## config.mk

```make
export PLATFORM = sky130hd
export DESIGN_NAME = microseq_control
export DESIGN_NICKNAME = d
export VERILOG_FILES = /design/src/rtl/microseq_control.sv
export SDC_FILE = /design/constraint.sdc
export NUM_CORES = 2
export LEC_CHECK = 0
export ABC_CLOCK_PERIOD_IN_PS = 5000
export BUFFER_PORTS_ARGS = -buffer_cell sky130_fd_sc_hd__buf_2
export CAP_MARGIN = 25
export CORE_ASPECT_RATIO = 1.2
export CORE_UTILIZATION = 50
export DETAILED_ROUTE_END_ITERATION = 7
export PLACE_DENSITY_LB_ADDON = 0.15
export SLEW_MARGIN = 20
export SYNTH_ARGS = -nofsm -noshare
export SYNTH_HDL_FRONTEND = slang
export SYNTH_SLANG_ARGS = --single-unit
```

## constraint.sdc

```tcl
create_clock -name clk -period 5 [get_ports clk]
set_clock_uncertainty 0.05 [all_clocks]
set_input_delay 0.75 -clock clk [delete_from_list [all_inputs] [get_ports clk]]
set_output_delay 0.75 -clock clk [all_outputs]
set_load 0.01 [all_outputs]
```

## src/rtl/microseq_control.sv

```systemverilog
// microseq_control: microcoded sequencer with a loadable control store,
// an opcode dispatch table, wait-on-memory stalls and a timeout trap.
module microseq_control #(
  parameter int                 OPC_W    = 4,
  parameter int                 CW_W     = 32,
  parameter int                 UADDR_W  = 6,
  parameter logic [UADDR_W-1:0] TRAP_VEC = 6'h3C,
  parameter int                 PRIV_BIT = 2
) (
  input  logic                    clk,
  input  logic                    reset,
  input  logic                    start,
  input  logic [OPC_W-1:0]        opcode,
  input  logic [3:0]              cond,
  input  logic                    mem_ready,
  input  logic                    timeout,
  input  logic                    ld_en,
  input  logic                    ld_sel,
  input  logic [UADDR_W-1:0]      ld_addr,
  input  logic [CW_W+UADDR_W+4:0] ld_data,
  output logic [CW_W-1:0]         ctrl,
  output logic [UADDR_W-1:0]      upc,
  output logic [1:0]              state,
  output logic                    trap
);

  localparam int MW_W   = CW_W + UADDR_W + 5;
  localparam int UDEPTH = 1 << UADDR_W;
  localparam int DDEPTH = 1 << OPC_W;
  localparam int NX_LSB = CW_W;
  localparam int CS_LSB = CW_W + UADDR_W;
  localparam int SQ_LSB = CW_W + UADDR_W + 2;

  typedef enum logic [1:0] {
    S_IDLE = 2'd0,
    S_RUN  = 2'd1,
    S_WAIT = 2'd2,
    S_HALT = 2'd3
  } state_e;

  typedef enum logic [2:0] {
    SQ_NEXT  = 3'd0,
    SQ_JUMP  = 3'd1,
    SQ_DISP  = 3'd2,
    SQ_CJUMP = 3'd3,
    SQ_FEND  = 3'd4,
    SQ_WAIT  = 3'd5,
    SQ_HALT  = 3'd6,
    SQ_RSVD  = 3'd7
  } seq_e;

  // Neither array is reset: contents are only meaningful once loaded.
  logic [MW_W-1:0]    store_q [UDEPTH];
  logic [UADDR_W-1:0] disp_q  [DDEPTH];

  state_e             state_q;
  logic [UADDR_W-1:0] upc_q;
  logic               trap_q;

  logic [MW_W-1:0]    uword;
  logic [CW_W-1:0]    u_ctrl;
  logic [UADDR_W-1:0] u_next;
  logic [1:0]         u_csel;
  seq_e               u_seq;
  logic [UADDR_W-1:0] upc_inc;
  logic               busy;
  logic               ld_ok;
  logic               trap_hit;

  assign uword    = store_q[upc_q];
  assign u_ctrl   = uword[CW_W-1:0];
  assign u_next   = uword[NX_LSB +: UADDR_W];
  assign u_csel   = uword[CS_LSB +: 2];
  assign u_seq    = seq_e'(uword[SQ_LSB +: 3]);
  assign upc_inc  = upc_q + UADDR_W'(1);
  assign busy     = (state_q == S_RUN) || (state_q == S_WAIT);
  assign ld_ok    = ld_en && !busy && !reset;
  assign trap_hit = timeout && !cond[PRIV_BIT];

  always_ff @(posedge clk) begin
    if (ld_ok) begin
      if (ld_sel)
        disp_q[ld_addr[OPC_W-1:0]] <= ld_data[UADDR_W-1:0];
      else
        store_q[ld_addr] <= ld_data;
    end
  end

  always_ff @(posedge clk) begin
    if (reset) begin
      state_q <= S_IDLE;
      upc_q   <= '0;
      trap_q  <= 1'b0;
    end else begin
      trap_q <= 1'b0;
      unique case (state_q)
        S_IDLE, S_HALT: begin
          if (start) begin
            state_q <= S_RUN;
            upc_q   <= '0;
          end
        end
        S_RUN: begin
          unique case (u_seq)
            SQ_NEXT:  upc_q <= upc_inc;
            SQ_JUMP:  upc_q <= u_next;
            SQ_DISP:  upc_q <= disp_q[opcode];
            SQ_CJUMP: upc_q <= cond[u_csel] ? u_next : upc_inc;
            SQ_FEND: begin
              if (trap_hit) begin
                upc_q  <= TRAP_VEC;
                trap_q <= 1'b1;
              end else begin
                upc_q  <= '0;
              end
            end
            SQ_WAIT: begin
              // Ready on the first cycle is a plain step, no stall.
              if (mem_ready)
                upc_q <= upc_inc;
              else
                state_q <= S_WAIT;
            end
            SQ_HALT, SQ_RSVD: state_q <= S_HALT;
          endcase
        end
        S_WAIT: begin
          if (mem_ready) begin
            state_q <= S_RUN;
            upc_q   <= upc_inc;
          end
        end
      endcase
    end
  end

  assign ctrl  = busy ? u_ctrl : '0;
  assign upc   = upc_q;
  assign state = state_q;
  assign trap  = trap_q;

endmodule

```

**Yosys cells after proc, flatten, opt, wreduce, memory -nomap -nowiden**

Memories as Yosys holds them, arrays and structs flattened. A register that Yosys moved wholly into a read port is not among the register bits.
Cells that the tools add are included.

- Bits in registers: 9
- Memory bits (writable): 2848
- Bits of input ports: 64
- Output and inout port bits: 41
- Word-level logic and storage cells: 61
- Memories: 2

Memories:

| name | depth | bits a word | read ports | clocked after memory_dff | write ports | RTL line | text |
|---|---|---|---|---|---|---|---|
| store_q | 64 | 43 | 1 | 1 | 1 | 53 | `logic [MW_W-1:0] store_q [UDEPTH];` |
| disp_q | 16 | 6 | 1 | 0 | 1 | 54 | `logic [UADDR_W-1:0] disp_q [DDEPTH];` |

- $add $sub $neg: 1
- Magnitude comparators: 1
- Eq/ne operators: 15
- Mux-type cells: 23
- Bitwise logic cells: 2
- Reductions and logical operators: 14

Operator list:

| kind | number |
|---|---|
| $mux W6 | 6 |
| $pmux W6 S6 | 1 |
| $mux W32 | 1 |
| $pmux W6 S3 | 1 |
| $eq A3 B3 Y1 const B | 4 |
| $mux W1 | 8 |
| $ne A7 B1 Y1 const B | 1 |
| $add A6 B1 Y6 const B | 1 |
| $eq A3 B2 Y1 const B | 2 |
| $mux W2 | 3 |
| $pmux W2 S3 | 1 |
| $eq A2 B2 Y1 const B | 2 |
| $ne A2 B2 Y1 const B | 2 |
| $pmux W2 S2 | 1 |
| $reduce_and A4 Y1 | 1 |
| $reduce_or A2 Y1 | 2 |
| $eq A3 B1 Y1 const B | 1 |
| $logic_and A1 B1 Y1 | 3 |
| $logic_not A1 Y1 | 3 |
| $logic_not A3 Y1 | 1 |
| $lt A2 B3 Y1 const B | 1 |
| $ne A3 B1 Y1 const B | 1 |
| $ne A3 B3 Y1 const B | 1 |
| $reduce_or A3 Y1 | 1 |
| 6 further kinds | 7 |

**Logic depth before layout (Yosys ltp)**

- Depth in word-level cells: 7
- Depth in mapped cells: 14
- Gate-level depth less buffers: 9

**Worst setup path after synthesis**

OpenSTA, ideal clock, no wires.

- Kind: reg2reg
- Start point: register state_q[0], in the netlist state[0]
- End point: memory store_q[12][0] (netlist bit), enable pin
- Arrival: 3805 ps
- Required time: 4506 ps
- Setup slack: 702 ps
- Cell stages (with the launch flop): 9
- Buffers on the path: 1
- Cells stage by stage: dfxtp_1 inv_1 ha_1 clkbuf_1 nand2_1 or3_1 nor3_1 nand3_1 nor2_1

- Longest elaborated chain between the ends: 7

RTL lines:

| what | RTL line | text |
|---|---|---|
| start: declaration | 56 | `state_e state_q;` |
| start signal: assignment | 91 | `state_q <= S_IDLE;` |
| start signal: assignment | 99 | `state_q <= S_RUN;` |
| start signal: assignment | 122 | `state_q <= S_WAIT;` |
| $eq A2 B1 Y1 or $eq A2 B2 Y1 (tied branches) | 76 | `assign busy = (state_q == S_RUN) \|\| (state_q == S_WAIT);` |
| $logic_or A1 B1 Y1 * | 76 |  |
| $logic_not A1 Y1 * | 77 | `assign ld_ok = ld_en && !busy && !reset;` |
| $logic_and A1 B1 Y1 * (2 in a row) | 77 |  |
| $mux W1 * | 81 | `if (ld_ok) begin` |
| $mux W1 (not written as such) * | 85 | `store_q[ld_addr] <= ld_data;` |
| end: declaration | 53 |  |

Every way passes the cells marked *; elsewhere a longest branch is shown, timed or not.

==> flow_summary.ini <==
[yosys]
async_reset_ff_share_pct = 0
syn_avg_cell_area_um2 = 24.6
synth_area_leaders = edfxtp_1 78%, mux4_2 18%, mux2i_1 0.39%, nor2_1 0.35%, buf_2 0.34%
synth_area_mm2 = 0.110
synth_most_common_cell = edfxtp_1
synth-seq-cells = 2863
synth_cell_types = 65
synth.top_cells.by_count = 2848 x edfxtp_1, 878 x mux4_2, 103 x nor2_1
ys_seq_area_share_pct = 78.1
synth_ff_type = edfxtp_1
yosys_warnings = 0
synth-edff-count = 2848
synth_nets = 4525
synth.top_cell.area_share_pct = 77.9
yosys.area.top_type = edfxtp_1
syn_inst = 4458

[final_layout]
area_growth_syn_to_layout_pct = 13.9
nFillCells = 15500
final_util_pct = 57.2
final_cells = 7928
nets = 4944
drive_gt1_share_pct = 33.4
stdcell_area_mm2 = 0.125

[power_and_ir_drop]
swShare_pct = 25.7
vdd_ir_drop_max_mv = 0.385
power_density_mw_per_mm2 = 478
p_leak_nw = 37.5
seqPwrFrac_pct = 44.6
pwr-share-comb_pct = 21.2
power.switching_w = 0.0154
p_clk_share_pct = 34.3
power.internal_w = 0.0444

[worst_setup_path]
crit_path_max_incr_delay_ns = 0.61
cp-end-kind = output port
crit_fanout = 32
path_cells = buf_16, buf_16, mux4_2, mux4_2, mux4_2, nor2b_1, buf_2
path_common_cell = mux4_2
r2r_slack_ns = 0.83
path_class = reg2out
cp-start-kind = flip-flop
cp.arrival_ns = 4.09
crit_required_ns = 4.20
slowest_stage = mux4_2
r2r_cells = 11
rr_endpoint = upc[0]

[grt]
grt_max_degree = 81
antenna_found_initial = 18
grt_pass1_vias = 52000
grt_usage_pct = 27.2
grt_pass1_wl_um = 415000
grt-ovfl-total = 0

[floorplanning]
die_h_um = 515
fp.dieW_um = 430
dieArea_mm2 = 0.222
num_rows = 188
ioPinCount = 105
core_area_mm2 = 0.219
start_util_pct = 50.3

[clock_tree]
clock-sinks = 2863
clkTransAtPathRegs_ns = 0.06
hold_buffers = 0
root_buffer = clkbuf_16
clk_latency_ns = 0.93
cts_setup_buffers = 0
cts_buffers = 294
max-clock-path-buffers = 4
cts_max_level = 5
cts_tree = built

[timing]
fin_crit_ns = 4.89
rsz0062_at_grt = yes
fin_crit_sh_pct = 97.8
finalMaxSlewViolations = 0
fmax_ghz = 0.204
setup_violations = 0
relSlewSlack_pct = 28.2
worst_pin_slew_ns = 1.08
hold_viol = 0

[hold_path]
holdPathStages = 1
hold_end = store_q[18][6]
hold_class = in2reg
hp-start = ld_data[6]

[placement]
place_inst = 7407
port_buffers = 104
place_congestion = 0.840
placed_cell_area_mm2 = 0.116
dp_hpwl_um = 163000

[detailed_routing]
drt-initial-drc-count = 7385
wl_um = 300000
viasPerCell = 6.58
ant_nets = 0
wire_per_inst_um = 37.8
vias = 52200
firstDrtPassIters = 8
post-route-drc-count = 0

[status]
status = finished clean

[run]
cap_violations = 0
[layout by cell type (no fill, tap or decap), types with 4 or more instances in the layout]
master      count
buf_4         170
nand3_1        15
dfxtp_1         9
clkinvlp_4      5
a22oi_1        32
nand2_1        48
nor2_1         38
nand4_1         4
buf_16          8
mux4_2        878
nor2_4         64
nor2b_1        36
inv_1           8
a211oi_1       37
and2_1          6
xor2_1          4
nand2b_1       11
buf_12         83
clkinv_1       61
bufinv_16      11
dfxtp_4         6
buf_2         103
o21ai_0        11
o221ai_1        8
clkbuf_1       74
clkbuf_16     305
clkinv_2       28
edfxtp_1     2848
diode_2         4
xnor2_1         5
a21oi_1        22
mux2_2          9
mux2i_1        42
inv_6           6
nor3_1         11
[sequential cells by signal, indices dropped and copies added, names as in the netlist, named ones only]
register,count
store_q,2752
disp_q,96
upc,6
state,2
trap,1
[worst max path at each step]
stage,start,to,slack (ns),cells after the start
2_1_floorplan,state[0],store_q[12][0],0.70,8
3_3_place_gp,flip-flop,flip-flop,0.91,10
3_5_place_dp,flip-flop,flip-flop,0.87,10
4_1_cts,flip-flop,ctrl[1],0.008,7
5_1_grt,flip-flop,ctrl[1],-0.02,7
6_report,flip-flop,ctrl[1],0.11,7
[per-layer routing]
layer	wire length (um)	up-vias	global-route usage (%)
li1	-	20200	-
met1	120000	28900	38.9
met2	147000	2672	43.8
met3	25900	418	5.30
met4	6480	14	6.46
met5	85	-	0
[per-stage QoR]
stage / hold WS (ns) / TNS, ns / power (W) / setup slack, ns
after detailed placement: 0.528 / 0 / 0.0399 / 0.866
after global placement: 0.531 / 0 / 0.0399 / 0.908
final: 0.157 / 0 / 0.0598 / 0.108
after global routing: 0.126 / -0.0254 / 0.0617 / -0.0164
after floorplan: 0.501 / 0 / 0.0360 / 0.702
after CTS: 0.120 / 0 / 0.0602 / 0.00799
[area by class of cell]
type | instances | area [um2] | share of cell area (%)
flip-flops and latches | 2863 | 85800 | 68.6
inverters | 8 | 30.0 | 0.0240
clock buffers | 379 | 7910 | 6.32
diodes | 4 | 10.0 | 0.00800
repair buffers | 366 | 3690 | 2.95
multi-input cells | 1344 | 23200 | 18.6
well taps | 2850 | 3570 | 2.85
clock inverters | 114 | 821 | 0.656
[power by group through the flow]
stage | sequential [W] | combinational (W) | clock (W)
after global routing | 0.0267 | 0.0134 | 0.0216
after global placement | 0.0272 | 0.0127 | 0
final | 0.0267 | 0.0127 | 0.0205
after detailed placement | 0.0272 | 0.0127 | 0
after CTS | 0.0267 | 0.0128 | 0.0208
after floorplan | 0.0270 | 0.00899 | 0
[critical path, delay by kind of cell (launching register included)]
kind	cells	cell delay (ns)
muxes	3	1.67
DFF	1	0.47
buffers and inverters	3	0.74
and+or+nand+nor	1	0.18
[logic make-up (layout without fill, tap and decap cells)]
family / Yosys count / count (layout) / synth area share, %
AND/OR/NAND/NOR: 254 / 254 / 1.10
flip-flops: 2863 / 2863 / 78.1
buffers and inverters: 251 / 867 / 1.18
AO/OA/AOI/OAI: 148 / 148 / 0.987
XOR/XNOR: 9 / 9 / 0.0718
other: 0 / 4 / 0
multiplexers: 930 / 930 / 18.5
adder cells (fa/ha/maj): 3 / 3 / 0.0342
[timing repair]
item,CTS,global route
hold endpoints to repair,0,0
setup endpoints to repair,1,2
resized for setup,1,4
(Power assumes the default switching activity.)
